--- config.mk ---
export PLATFORM = sky130hd
export DESIGN_NAME = weight_stream_loader
export DESIGN_NICKNAME = d
export VERILOG_FILES = /design/src/rtl/weight_loader_pkg.sv /design/src/rtl/wsl_beat_fifo.sv /design/src/rtl/weight_stream_loader.sv
export SDC_FILE = /design/constraint.sdc
export NUM_CORES = 1
export LEC_CHECK = 0
export ABC_AREA = 0
export BUFFER_PORTS_ARGS = -buffer_cell sky130_fd_sc_hd__buf_2
export CAP_MARGIN = 20
export CORE_UTILIZATION = 55
export DETAILED_ROUTE_END_ITERATION = 16
export PLACE_DENSITY = 0.77
export SKIP_CTS_REPAIR_TIMING = 1
export SYNTH_ARGS = -nofsm -noshare
export SYNTH_HDL_FRONTEND = slang
export SYNTH_SLANG_ARGS = --single-unit
--- constraint.sdc ---
create_clock -name clk -period 7.9 [get_ports clk]
set_input_delay 1.185 -clock clk [delete_from_list [all_inputs] [get_ports clk]]
set_output_delay 1.185 -clock clk [all_outputs]
set_load 0.02 [all_outputs]
--- src/rtl/weight_loader_pkg.sv ---
// Shared definitions for the weight loader family: FSM states, output FIFO sizing and lane helpers.
package weight_loader_pkg;

    typedef enum logic [1:0] {
        IDLE  = 2'd0,
        FETCH = 2'd1,
        DRAIN = 2'd2,
        DONE  = 2'd3
    } wl_state_t;

    // Enough beats to absorb every read in flight plus a partial pack, with two beats of slack.
    function automatic int fifo_depth_beats(input int rd_lat, input int lanes);
        return (rd_lat + lanes) / lanes + 2;
    endfunction

    // Number of populated lanes in the final beat of a run of cnt weights (cnt > 0).
    function automatic int last_beat_lanes(input int cnt, input int lanes);
        return (cnt % lanes == 0) ? lanes : (cnt % lanes);
    endfunction

endpackage

--- src/rtl/wsl_beat_fifo.sv ---
// Synchronous beat FIFO for the weight stream loader; exposes its free-slot count so the
// fetch side can issue reads only against guaranteed space.
module wsl_beat_fifo #(
    parameter int WIDTH = 37,
    parameter int DEPTH = 3,
    parameter int CNT_W = $clog2(DEPTH + 1)
) (
    input  logic             clk,
    input  logic             rst,
    input  logic             push,
    input  logic [WIDTH-1:0] push_data,
    input  logic             pop,
    output logic [WIDTH-1:0] head_data,
    output logic             head_valid,
    output logic [CNT_W-1:0] free_slots
);

    localparam int PTR_W = (DEPTH > 1) ? $clog2(DEPTH) : 1;

    logic [WIDTH-1:0] mem [DEPTH];
    logic [PTR_W-1:0] wr_ptr_reg;
    logic [PTR_W-1:0] rd_ptr_reg;
    logic [CNT_W-1:0] count_reg;
    logic             do_push;
    logic             do_pop;

    function automatic logic [PTR_W-1:0] next_ptr(input logic [PTR_W-1:0] ptr);
        return (ptr == PTR_W'(DEPTH - 1)) ? '0 : ptr + 1'b1;
    endfunction

    assign do_pop     = pop && (count_reg != '0);
    assign do_push    = push && ((count_reg != CNT_W'(DEPTH)) || do_pop);
    assign head_valid = (count_reg != '0);
    // Head is forced to zero when empty so the stream outputs read as idle.
    assign head_data  = head_valid ? mem[rd_ptr_reg] : '0;
    assign free_slots = CNT_W'(DEPTH) - count_reg;

    always_ff @(posedge clk) begin
        if (do_push) begin
            mem[wr_ptr_reg] <= push_data;
        end
    end

    always_ff @(posedge clk) begin
        if (rst) begin
            wr_ptr_reg <= '0;
            rd_ptr_reg <= '0;
            count_reg  <= '0;
        end else begin
            if (do_push) begin
                wr_ptr_reg <= next_ptr(wr_ptr_reg);
            end
            if (do_pop) begin
                rd_ptr_reg <= next_ptr(rd_ptr_reg);
            end
            case ({do_push, do_pop})
                2'b10:   count_reg <= count_reg + 1'b1;
                2'b01:   count_reg <= count_reg - 1'b1;
                default: count_reg <= count_reg;
            endcase
        end
    end

endmodule

--- src/rtl/weight_stream_loader.sv ---
// Streams a run of W-bit weights from the weight BRAM as packed LANES-wide valid/ready beats.
// Optional WSL_CHECKSUM_EN adds chk_sum, the sum of all weights delivered in the last run.
module weight_stream_loader
    import weight_loader_pkg::*;
#(
    parameter int W          = 8,
    parameter int LANES      = 4,
    parameter int ADDR_WIDTH = 18,
    parameter int CNT_WIDTH  = 18,
    parameter int RD_LAT     = 2
) (
    input  logic                  clk,
    input  logic                  rst,
    input  logic                  start,
    input  logic [ADDR_WIDTH-1:0] base_addr,
    input  logic [CNT_WIDTH-1:0]  count,
    output logic                  bram_en,
    output logic [ADDR_WIDTH-1:0] bram_addr,
    input  logic [W-1:0]          bram_dout,
    output logic                  out_valid,
    input  logic                  out_ready,
    output logic [LANES*W-1:0]    out_data,
    output logic [LANES-1:0]      out_keep,
    output logic                  out_last,
    output logic                  busy,
    output logic                  done
`ifdef WSL_CHECKSUM_EN
    ,
    output logic [CNT_WIDTH+W-1:0] chk_sum
`endif
);

    localparam int DEPTH    = fifo_depth_beats(RD_LAT, LANES);
    localparam int FCW      = $clog2(DEPTH + 1);
    localparam int FILL_W   = (LANES > 1) ? $clog2(LANES) : 1;
    localparam int FLIGHT_W = $clog2(RD_LAT + 1);
    localparam int BEAT_W   = LANES * W + LANES + 1;

    wl_state_t             state_reg;
    wl_state_t             state_next;
    logic [ADDR_WIDTH-1:0] addr_reg;
    logic [CNT_WIDTH-1:0]  cnt_reg;
    logic [CNT_WIDTH-1:0]  issued_reg;
    logic [CNT_WIDTH-1:0]  recv_reg;
    logic [RD_LAT-1:0]     vpipe_reg;
    logic [FLIGHT_W-1:0]   in_flight_reg;
    logic [LANES*W-1:0]    pack_data_reg;
    logic [FILL_W-1:0]     fill_reg;

    logic                  start_ok;
    logic                  issue;
    logic                  credit_ok;
    logic [15:0]           credit_cap;
    logic [15:0]           credit_used;
    logic                  data_valid;
    logic                  last_weight;
    logic                  push_beat;
    logic [LANES*W-1:0]    merged_data;
    logic [LANES-1:0]      push_keep;
    logic [BEAT_W-1:0]     push_data;
    logic [BEAT_W-1:0]     head_data;
    logic                  head_valid;
    logic [FCW-1:0]        free_slots;
    logic                  pop;

    // A read is only issued if every weight already committed (in flight or half-packed),
    // plus this one, is guaranteed a lane in the FIFO's free space.
    assign credit_cap  = 16'(free_slots) * 16'(LANES);
    assign credit_used = 16'(in_flight_reg) + 16'(fill_reg);
    assign credit_ok   = credit_cap > credit_used;

    always_comb begin
        state_next = state_reg;
        start_ok   = 1'b0;
        issue      = 1'b0;
        case (state_reg)
            IDLE: begin
                if (start) begin
                    start_ok   = 1'b1;
                    state_next = (count == '0) ? DONE : FETCH;
                end
            end
            FETCH: begin
                if ((issued_reg != cnt_reg) && credit_ok) begin
                    issue = 1'b1;
                    if (issued_reg + 1'b1 == cnt_reg) begin
                        state_next = DRAIN;
                    end
                end
            end
            DRAIN: begin
                if (pop && head_data[BEAT_W-1]) begin
                    state_next = DONE;
                end
            end
            DONE: begin
                state_next = IDLE;
            end
            default: state_next = IDLE;
        endcase
    end

    always_ff @(posedge clk) begin
        if (rst) begin
            state_reg <= IDLE;
        end else begin
            state_reg <= state_next;
        end
    end

    assign data_valid  = vpipe_reg[RD_LAT-1];
    assign last_weight = (recv_reg + 1'b1 == cnt_reg);
    assign push_beat   = data_valid && ((fill_reg == FILL_W'(LANES - 1)) || last_weight);

    // Lanes above the fill point are already zero in the pack register, so a short final
    // beat carries zeros in its unused lanes without extra masking.
    generate
        for (genvar gi = 0; gi < LANES; gi++) begin : g_lane
            assign merged_data[gi*W +: W] = (fill_reg == FILL_W'(gi)) ? bram_dout
                                                                       : pack_data_reg[gi*W +: W];
            assign push_keep[gi] = (FILL_W'(gi) <= fill_reg);
        end
    endgenerate

    assign push_data = {last_weight, push_keep, merged_data};

    always_ff @(posedge clk) begin
        if (rst) begin
            addr_reg      <= '0;
            cnt_reg       <= '0;
            issued_reg    <= '0;
            recv_reg      <= '0;
            vpipe_reg     <= '0;
            in_flight_reg <= '0;
            pack_data_reg <= '0;
            fill_reg      <= '0;
        end else begin
            if (start_ok) begin
                addr_reg      <= base_addr;
                cnt_reg       <= count;
                issued_reg    <= '0;
                recv_reg      <= '0;
                pack_data_reg <= '0;
                fill_reg      <= '0;
            end
            if (issue) begin
                addr_reg   <= addr_reg + 1'b1;
                issued_reg <= issued_reg + 1'b1;
            end
            vpipe_reg <= (vpipe_reg << 1) | RD_LAT'(issue);
            case ({issue, data_valid})
                2'b10:   in_flight_reg <= in_flight_reg + 1'b1;
                2'b01:   in_flight_reg <= in_flight_reg - 1'b1;
                default: in_flight_reg <= in_flight_reg;
            endcase
            if (data_valid) begin
                recv_reg <= recv_reg + 1'b1;
                if (push_beat) begin
                    pack_data_reg <= '0;
                    fill_reg      <= '0;
                end else begin
                    pack_data_reg <= merged_data;
                    fill_reg      <= fill_reg + 1'b1;
                end
            end
        end
    end

    wsl_beat_fifo #(
        .WIDTH (BEAT_W),
        .DEPTH (DEPTH),
        .CNT_W (FCW)
    ) u_fifo (
        .clk        (clk),
        .rst        (rst),
        .push       (push_beat),
        .push_data  (push_data),
        .pop        (pop),
        .head_data  (head_data),
        .head_valid (head_valid),
        .free_slots (free_slots)
    );

    assign pop       = head_valid && out_ready;
    assign out_valid = head_valid;
    assign out_data  = head_data[LANES*W-1:0];
    assign out_keep  = head_data[LANES*W +: LANES];
    assign out_last  = head_data[BEAT_W-1];
    assign bram_en   = issue;
    assign bram_addr = issue ? addr_reg : '0;
    assign busy      = (state_reg == FETCH) || (state_reg == DRAIN);
    assign done      = (state_reg == DONE);

`ifdef WSL_CHECKSUM_EN
    logic [CNT_WIDTH+W-1:0] sum_reg;
    logic [CNT_WIDTH+W-1:0] beat_sum;

    always_comb begin
        beat_sum = '0;
        for (int i = 0; i < LANES; i++) begin
            beat_sum = beat_sum + (CNT_WIDTH+W)'(out_data[i*W +: W]);
        end
    end

    always_ff @(posedge clk) begin
        if (rst) begin
            sum_reg <= '0;
        end else if (start_ok) begin
            sum_reg <= '0;
        end else if (pop) begin
            sum_reg <= sum_reg + beat_sum;
        end
    end

    assign chk_sum = sum_reg;
`endif

endmodule

==> summary.md <==
| Metric | Value |
|---|---|
| Lkg Pwr | `0.004700 uW` |
| Buffers on Ports | `106` |
| Routed Antenna Nets | `0` |
| Crit path max fanout | `40` |
| Top Layer Used | `met4` |
| Required time worst endpoint | `6.71 ns` |
| Largest family of logic cells by synthesized area | `simple AND/OR/NAND/NOR gates` |
| Unrepaired setup endpoints after global routing | `no` |
| Routed via count | `8410` |
| Initial antenna violation count | `0` |
| Post-synth EDFFs | `108` |
| Max Slew Vio Count | `0` |
| DR WL/cell | `16.85 um` |
| Placed cell area | `11710 sq um` |
| Worst setup SP type | `flip-flop` |
| Simple-gate share of the synthesized area | `17.97%` |
| Peak VDD IR | `0.1557 mV` |
| Final net count | `1250` |
| F_max | `0.2400 GHz` |
| Final instance area | `12510 sq um` |
| Synth warnings | `0` |
| CORE AREA | `19530 sq um` |
| Final WL | `24720 um` |
| Clock Tree Buf Depth | `3` |
| CP peak stage delay | `0.44 ns` |
| H-tree levels | `1` |
| Worst clock skew | `0.01603 ns` |
| Levels on crit path | `12` |
| CP bufs+invs | `4` |
| Row count | `51` |
| Clk pin slew, worst setup/hold paths | `0.06 ns` |
| Final Hold Viols | `0` |
| # DRC | `0` |
| Post-synthesis cell count | `1106` |
| Number of global-route vias before repair | `7905` |
| Status | `completed` |
| Drt pass-1 iters | `5` |
| HP Class | `flip-flop to flip-flop` |
| First-pass GRT wire length | `39850 um` |
| # setup viols final | `0` |
| Setup TNS | `0 ns` |
| Worst-case reg-to-reg path depth | `11` |
| Crit end category | `primary output` |
| IO Pins | `107` |
| Slowest cell on crit path | `dfxtp_1` |
| Overall power | `3113 uW` |
| Final RePlAce weighted congestion | `0.9174` |
| CTS buffer count | `24` |
| Critical Path AT | `2.98 ns` |
| Final period util | `52.75%` |
| Post-synthesis mux area share | `7.160%` |
| Starting density of the core | `56.20%` |
| Synth cell types | `61` |
| Fill cells | `1583` |
| Share of cells above drive strength 1 | `17.97%` |
| Hold Path Stages | `2` |
| Max FFs per register | `108` |
| Synthesized area per cell | `9.922 sq um` |
| Xor/xnor share of the synthesized area | `5.427%` |
| Die width | `143.3 um` |
| Synth async-reset ratio | `0%` |
| Root Buffer | `clkbuf_16` |
| Post-synthesis compound-gate area fraction | `12.47%` |
| Main synth FF type | `dfxtp_1` |
| Post-route setup slack | `3.733 ns` |
| CTS tree | `done` |
| Clk_lat worst skew | `0.51 ns` |
| Die area | `20520 sq um` |
| Post-synthesis adder-cell area fraction | `2.121%` |
| CP cell instances | `ha_1 > inv_1 > fa_1 > ha_1 > nand3b_1 > nand2_1 > nand2_1 > o211ai_1 > inv_1 > buf_4 > and2_1 > buf_2` |
| Dpl ws | `3.779 ns` |
| Final Critical Period | `4.167 ns` |
| GRT Total Usage | `24.46%` |
| Cell area after synthesis | `10970 sq um` |
| Routed metal-1 wirelength | `10590 um` |
| Area delta synth->final | `14.00%` |
| Synthesized flop and latch total | `228` |
| Fin util | `64.07%` |
| Sequential share of the synthesized area | `51.44%` |
| Grt total ovfl | `0` |
| Met2 Wirelength | `12490 um` |
| Vias per Instance | `5.733` |
| Crit path max-delay family | `adder cells` |
| Met3 Wirelength | `1236 um` |
| CTS Sinks | `228` |
| P per Cell Area | `248.8 nW/um^2` |
| DPL Wire Length | `16370 um` |
| Max-Cap Viols | `0` |
| Slew headroom | `42.94%` |
| Syn_nets | `1172` |
| Largest net degree at the start of global routing | `78` |
| Die Y-Extent | `143.3 um` |
| Slew @ Worst Pin | `0.8559 ns` |
| Critical path type | `flip-flop to primary output` |
| Ant diodes | `0` |
| Initial DRC count | `521` |
==> Yosys cell counts (all sizes together) (9+ instances only) <==
master    n  area (sq um)
edfxtp  108          3243
clkbuf   59         221.5
nor3b    10         80.07
a32o     25         250.2
mux2i    38         380.4
xor2     38         332.8
nand4    14         87.58
a21oi   103         515.5
nor2    140         525.5
nand3    24         130.1
nand3b    9         67.56
dfxtp   120          2402
mux2     34         382.9
xnor2    30         262.8
nor3     25         130.1
ha       17         212.7
nor2b    24         150.1
inv      26         97.59
nor4     16         106.4
o21ai    38         190.2
nand2    90         337.8
buf      13         55.05
and2     20         125.1
==> worst register-to-register path, delay by kind of cell, from the launching register on <==
family	cells	cell delay, ns
adders and majority gates	1	0.32
and+or+nand+nor	5	1.68
DFF	1	0.43
AOI/OAI and AO/OA	2	0.48
buffers and inverters	3	0.90
==> path summary, 6_finish.rpt <==
path | slack (ns) | endpoint | from
max | 3.73 | bram_addr[13] | fill_reg[0]$_SDFFE_PP0P_
min | 0.46 | addr_reg[16]$_SDFFE_PP0P_ | addr_reg[16]$_SDFFE_PP0P_
max reg2reg | 3.74 | u_fifo.mem[0][35]$_DFFE_PP_ | recv_reg[0]$_SDFFE_PP0P_
min reg2reg | 0.46 | addr_reg[16]$_SDFFE_PP0P_ | addr_reg[16]$_SDFFE_PP0P_
==> metrics by stage <==
step	hold slack, ns	cells
after detailed placement	0.4362	1422
final	0.4574	1467
after floorplan	0.4138	1106
after CTS	0.4594	1466
after global routing	0.4756	1467
after global placement	0.4203	1422
==> cell usage in the layout, fill, tap and decap left out, drive strengths merged, types with 5 or more instances in the layout <==
cell type / instances
nor2: 140
buf: 124
dfxtp: 120
edfxtp: 108
a21oi: 103
nand2: 90
xor2: 38
mux2i: 38
o21ai: 38
clkbuf: 35
mux2: 34
xnor2: 30
inv: 27
a32o: 25
nor3: 25
nor2b: 24
nand3: 24
and2: 20
ha: 17
nor4: 16
nand4: 14
nor3b: 10
nand3b: 9
and3: 8
or3: 8
a211oi: 7
a31oi: 7
a311oi: 5
a32oi: 5
==> layer usage <==
metal  track usage (%)  vias to the layer above
li1                  -                     4110
met2             43.88                      243
met4             6.327                        0
met1             30.88                     4022
met5                 0                        -
met3             3.320                       35
==> cells by family after synthesis <==
group | after synthesis
multiplexers | 73
flip-flops | 228
AND/OR/NAND/NOR | 405
buffers and inverters | 98
adder cells (fa/ha/maj) | 18
XOR/XNOR | 68
AO/OA/AOI/OAI | 216
==> layout make-up <==
class                      instances  area (sq um)  share of cell area, %
multi-input combinational        780          4974                  39.75
tap                              265         331.6                  2.650
clock buffer                      35         708.2                  5.661
clock inverter                     9         86.33                 0.6901
sequential                       228          5648                  45.14
inverter                          26         97.59                 0.7801
timing repair buffer             124         665.6                  5.321
==> power breakdown <==
part           total (uW)  internal [uW]  leakage, uW  switching, uW
Combinational         640            224      0.00235            416
Clock                1110            659     0.000382            450
Sequential           1360           1290      0.00197           73.4
Power figures use the tool's default switching activity.
